$ cat src/rtl/int_source_latch.sv
// rtl/int_source_latch.sv - synchronize, debounce and latch four interrupt sources as sticky pending bits
module int_source_latch #(
  parameter int DEBOUNCE_CYCLES = 4,
  parameter int CNT_W           = 20
) (
  input  logic       clk,
  input  logic       rst_n,
  input  logic [3:0] raw_in,
  input  logic [3:0] mask,
  input  logic       ack,
  input  logic [1:0] ack_id,
  input  logic       clr_all,
  output logic [3:0] pending,
  output logic       any_pending,
  output logic [3:0] lost,
  output logic [3:0] level
);

  // Terminal count: the synchronized level has differed for DEBOUNCE_CYCLES edges
  localparam logic [CNT_W-1:0] CNT_LAST = CNT_W'(DEBOUNCE_CYCLES - 1);

  logic [3:0]       s1;
  logic [3:0]       s2;
  logic [CNT_W-1:0] cnt [4];
  logic [3:0]       rise;
  logic [3:0]       pending_nxt;
  logic [3:0]       lost_nxt;

  // Two-flop synchronizer per source; reset low so release never fakes an edge
  always_ff @(posedge clk or negedge rst_n) begin
    if (!rst_n) begin
      s1 <= '0;
      s2 <= '0;
    end else begin
      s1 <= raw_in;
      s2 <= s1;
    end
  end

  // Debounce: accept s2 only after it has differed from level for the full window
  always_ff @(posedge clk or negedge rst_n) begin
    if (!rst_n) begin
      level <= '0;
      for (int i = 0; i < 4; i++) cnt[i] <= '0;
    end else begin
      for (int i = 0; i < 4; i++) begin
        if (s2[i] == level[i]) begin
          cnt[i] <= '0;
        end else if (cnt[i] == CNT_LAST) begin
          level[i] <= s2[i];
          cnt[i]   <= '0;
        end else begin
          cnt[i] <= cnt[i] + 1'b1;
        end
      end
    end
  end

  // Rise event: level is about to go 0->1 on this edge and the source is enabled now
  always_comb begin
    rise = '0;
    for (int i = 0; i < 4; i++) begin
      rise[i] = !level[i] && s2[i] && (cnt[i] == CNT_LAST) && mask[i];
    end
  end

  // Next pending/lost: clear-all beats a new rise, a new rise beats an ack
  always_comb begin
    pending_nxt = pending;
    lost_nxt    = lost;
    for (int i = 0; i < 4; i++) begin
      if (clr_all) begin
        pending_nxt[i] = 1'b0;
        lost_nxt[i]    = 1'b0;
      end else if (rise[i]) begin
        pending_nxt[i] = 1'b1;
        if (pending[i] && !(ack && ack_id == 2'(i))) lost_nxt[i] = 1'b1;
      end else if (ack && ack_id == 2'(i)) begin
        pending_nxt[i] = 1'b0;
        lost_nxt[i]    = 1'b0;
      end
    end
  end

  // Register the sticky bits; any_pending comes from the same next state so it lines up
  always_ff @(posedge clk or negedge rst_n) begin
    if (!rst_n) begin
      pending     <= '0;
      lost        <= '0;
      any_pending <= 1'b0;
    end else begin
      pending     <= pending_nxt;
      lost        <= lost_nxt;
      any_pending <= |pending_nxt;
    end
  end

endmodule
$ cat config.mk
export PLATFORM = sky130hd
export DESIGN_NAME = int_source_latch
export DESIGN_NICKNAME = d
export VERILOG_FILES = /design/src/rtl/int_source_latch.sv
export SDC_FILE = /design/constraint.sdc
export NUM_CORES = 1
export LEC_CHECK = 0
export ABC_AREA = 1
export BUFFER_PORTS_ARGS = -buffer_cell sky130_fd_sc_hd__clkbuf_2
export CAP_MARGIN = 10
export CORE_MARGIN = 3
export CORE_UTILIZATION = 55
export CTS_BUF_LIST = sky130_fd_sc_hd__clkbuf_2
export CTS_CLUSTER_SIZE = 14
export DETAILED_ROUTE_END_ITERATION = 6
export GPL_TIMING_DRIVEN = 0
export MAX_ROUTING_LAYER = met4
export PLACE_DENSITY = 0.79
export SLEW_MARGIN = 40
export SYNTH_ARGS = -nofsm -noshare
export SYNTH_HDL_FRONTEND = slang
export SYNTH_SLANG_ARGS = --single-unit
$ cat constraint.sdc
create_clock -name clk -period 2.6 [get_ports clk]
set_input_delay 0.78 -clock clk [delete_from_list [all_inputs] [get_ports clk]]
set_output_delay 0.78 -clock clk [all_outputs]
set_load 0.02 [all_outputs]
==> parameters.txt <==
Parameter                              Value

Outcome
  Run status ... finished, violations left
  Failing checks ... design-rule violations

Clock network
  Post-CTS setup-driven buffer insertion count ... 0
  Number of buffers on the longest clock path ... 2
  H-tree depth ... 3
  Hold buffers post-CTS ... 0
  Quantity of gates resized following cts ... 0
  Root cell of the clock tree ... sky130_fd_sc_hd__clkbuf_2
  Clock sinks ... roughly 100
  Clock tree from TritonCTS ... built
  Number of clock buffers inserted by TritonCTS ... 9
  Worst-skew pair later-pin latency ... 0.56 ns
  Clk pin slew, worst setup/hold paths ... 0.26 ns

Worst setup path
  Cell-by-cell listing of the critical path ... clkbuf_2
  Maximum fanout count along the critical path ... 3
  FF-to-FF End ... cnt[31]
  RR Startpoint ... s2[2]
  Crit path max-delay family ... flip-flops
  Number of cells on the worst reg-to-reg path ... 7
  Worst setup EP type ... output pin
  Required time of the critical path ... 1.82 ns
  Buffers & Inverters on Critical Path ... 1
  Critical path's largest stage delay ... about 0.45 ns
  Critical path type ... flop to output pin
  R2r setup slk ... ~0.77 ns
  Launching element type of the critical path ... flop
  Library cell contributing the largest single delay on the critical path ... sky130_fd_sc_hd__dfrtp_1
  Critical Path AT ... 1.18 ns

Final layout
  Layout cell share with drive strength beyond 1 ... 11.0%
  Nets ... 728
  Sequential cell area ... 2530 µm²
  Antenna fix cells ... 0
  FILL cells ... roughly 820
  Total area of multi-input combinational cells ... 2460 µm²
  Area added between synthesis and finish ... 8.09%
  Commonest non-fill, non-tap cell in the layout ... sky130_fd_sc_hd__nand2_1
  Commonest cells after routing, fill and taps aside ... 133 x sky130_fd_sc_hd__nand2_1, 127 x sky130_fd_sc_hd__nor2_1, 101 x sky130_fd_sc_hd__dfrtp_1
  Number of non-filler instances in the completed layout ... 839

Logic synthesis
  Cell Area, Synth ... 5350 µm²
  Share of flip-flops with an asynchronous set or reset after synthesis ... 100%
  Number of enable flip-flop cells after synthesis ... 0
  Number of flip-flops and latches in the synthesized netlist ... 101
  Syn avg cell area ... 8.01 µm²
  Mapped Nets ... 690
  Count of cell types in the netlist ... 36
  Dominant synthesized flop cell ... sky130_fd_sc_hd__dfrtp_1
  Sequential element share of the synthesized area ... 47.2%
  Total number of yosys warnings ... 0
  Post-Syn Instances ... 668

Power
  Static leakage ... 0.00280 µW
  Pwr per Cell Area ... 574 nW/µm²
  Total power ... about 3300 µW
  Peak ir drop on the vdd network ... 0.000218 V

Floorplanning
  Area of the core ... about 9300 µm²
  Area of the die ... 10900 µm²
  Chip height ... 105 µm
  Total I/O pin count ... 27
  Starting Density ... a little under three fifths
  Number of cell rows ... 35
  Die width ... 105 µm

Global routing
  First-pass GRT wire length ... 18800 µm
  GRT overflow ... 0
  Pin count of the biggest net entering global routing ... 52
  Number of antenna violations at the first check in global routing ... 0
  Via count of the first global-routing pass ... 4272
  Global-route total usage across every layer ... 21.3%

Routing
  DRC marker count from the first detailed-route iteration ... 234
  Remaining antenna violation count ... 0
  Drt total wl ... 10900 µm
  Vias ... 4423
  Count of unresolved DRC violations after routing ... 5
  Vias per inst ... 5.27
  Number of detailed-route iterations in the first pass ... 7
  Routed len/inst ... approximately 13 µm

Timing
  Least setup slack across all paths after layout ... between 0.6 and 0.7 ns
  Number of setup violations in the final report ... 0
  Worst-case hold slack ... 0.111 ns
  Worst slew margin ... 64.0%
  Slew at the pin closest to its max-slew limit ... about 0.54 ns
  Number of hold violations in the final report ... 0
  RSZ-0062 raised after global routing ... no
  Worst clock skew on the final layout ... 0.0342 ns
  Max Slew Vio Count ... 0
  Share of the cycle needed by the critical path after routing ... 75.3%
  Maximum clock rate ... between 500 and 600 MHz
  Shortest clock period the worst path allows after layout ... 1.96 ns

Placed design
  Detailed Place HPWL ... 8200 µm
  GPL Wtd Cong ... 0.949
  Number of buffers added on ports ... 26
  Worst slack after detailed placement ... 0.823 ns
  Instance count after placement with tap cells included ... 824

Min path
  Kind of path behind the tightest hold check ... primary input to asynchronous set/reset pin

Job
  Max-Cap Viols ... 0
==> per-stage QoR <==
| stage | TNS (ns) | cell area, µm² | utilization (%) |
|---|---|---|---|
| global placement | -53.62 | 5640 | 60.5 |
| CTS | 0 | 5780 | 62.0 |
| floorplan | 0 | 5350 | - |
| detailed placement | 0 | 5680 | 60.9 |
| global route | 0 | 5780 | 62.0 |
| finish | 0 | 5780 | 62.0 |
==> registers in the layout (all words and copies together), names as in the netlist <==
signal	count
lost	4
cnt	80
s1	4
s2	4
level	4
any_pending	1
pending	4
==> final cells by class <==
type                    instances  area share [%]
clock inverters                 4           0.865
inverters                      81            5.26
clock buffers                  11           0.952
repair buffers                 27            2.88
flip-flops and latches        101            43.7
well taps                     129            2.79
multi-input cells             477            42.6
plain buffers                   9           0.995
==> power by group <==
group	total, µW	switching [µW]	leakage (µW)	internal (µW)
registers	1770	88.1	0.00137	1680
logic	825	568	0.00136	258
clock network	724	501	0.0000657	223
total	3320	1160	0.00280	2160
==> kinds of logic (layout without fill, tap and decap cells) <==
logic type	Yosys count	in the layout	synth area share [%]
AND/OR/NAND/NOR	377	377	33.1
XOR/XNOR	29	29	4.75
adder cells (fa/ha/maj)	8	8	1.87
AO/OA/AOI/OAI	63	63	6.27
buffers and inverters	90	132	6.76
flip-flops	101	101	47.2
==> Yosys cell counts, types with 3 or more instances <==
library cell / n / share of area [%]
sky130_fd_sc_hd__nor3_2: 6 / 1.1
sky130_fd_sc_hd__dfrtp_1: 101 / 47
sky130_fd_sc_hd__nand2_2: 4 / 0.47
sky130_fd_sc_hd__ha_1: 8 / 1.9
sky130_fd_sc_hd__nor2_1: 127 / 8.9
sky130_fd_sc_hd__clkbuf_1: 3 / 0.21
sky130_fd_sc_hd__nor2_2: 4 / 0.47
sky130_fd_sc_hd__nor3_1: 17 / 1.6
sky130_fd_sc_hd__inv_1: 81 / 5.7
sky130_fd_sc_hd__a21oi_1: 36 / 3.4
sky130_fd_sc_hd__xnor2_1: 10 / 1.6
sky130_fd_sc_hd__nand3_1: 35 / 3.3
sky130_fd_sc_hd__o21ai_0: 17 / 1.6
sky130_fd_sc_hd__a31oi_1: 4 / 0.47
sky130_fd_sc_hd__nor3b_1: 11 / 1.5
sky130_fd_sc_hd__xor2_1: 19 / 3.1
sky130_fd_sc_hd__o21a_1: 3 / 0.42
sky130_fd_sc_hd__nand3_2: 7 / 1.3
sky130_fd_sc_hd__nor3_4: 3 / 0.91
sky130_fd_sc_hd__nand2_1: 133 / 9.3
sky130_fd_sc_hd__nand4_1: 21 / 2.5
==> per-layer routing <==
layer	GRT usage, %	vias to the layer above	wire (µm)	part of all wire [%]
met1	26.3	2082	4740	44
li1	-	2213	-	-
met5	-	-	0	0
met3	3.03	17	428	3.9
met4	7.78	0	165	1.5
met2	36.0	111	5520	51
==> worst register-to-register path: cells and delay by family, from the launching register on <==
| kind | cells | cell delay, ns |
|---|---|---|
| AO/OA/AOI/OAI | 2 | 0.17 |
| AND/OR/NAND/NOR | 1 | 0.21 |
| flip-flops | 1 | 0.47 |
| buffers and inverters | 3 | 0.60 |
| adder cells (fa/ha/maj) | 1 | 0.29 |
==> worst max path at each step <==
stage                        start      end  slack, ns  depth (start not counted)
after detailed placement     s2[2]  cnt[31]       0.82                          7
after floorplan           level[1]  cnt[53]        1.0                          8
after global placement       rst_n  cnt[64]      -0.54                          1
final                      lost[2]  lost[2]       0.64                          1
after CTS                  lost[2]  lost[2]       0.59                          1
after global routing      level[2]  cnt[33]       0.55                          8
Note: power is estimated with default switching activity, not from simulation.
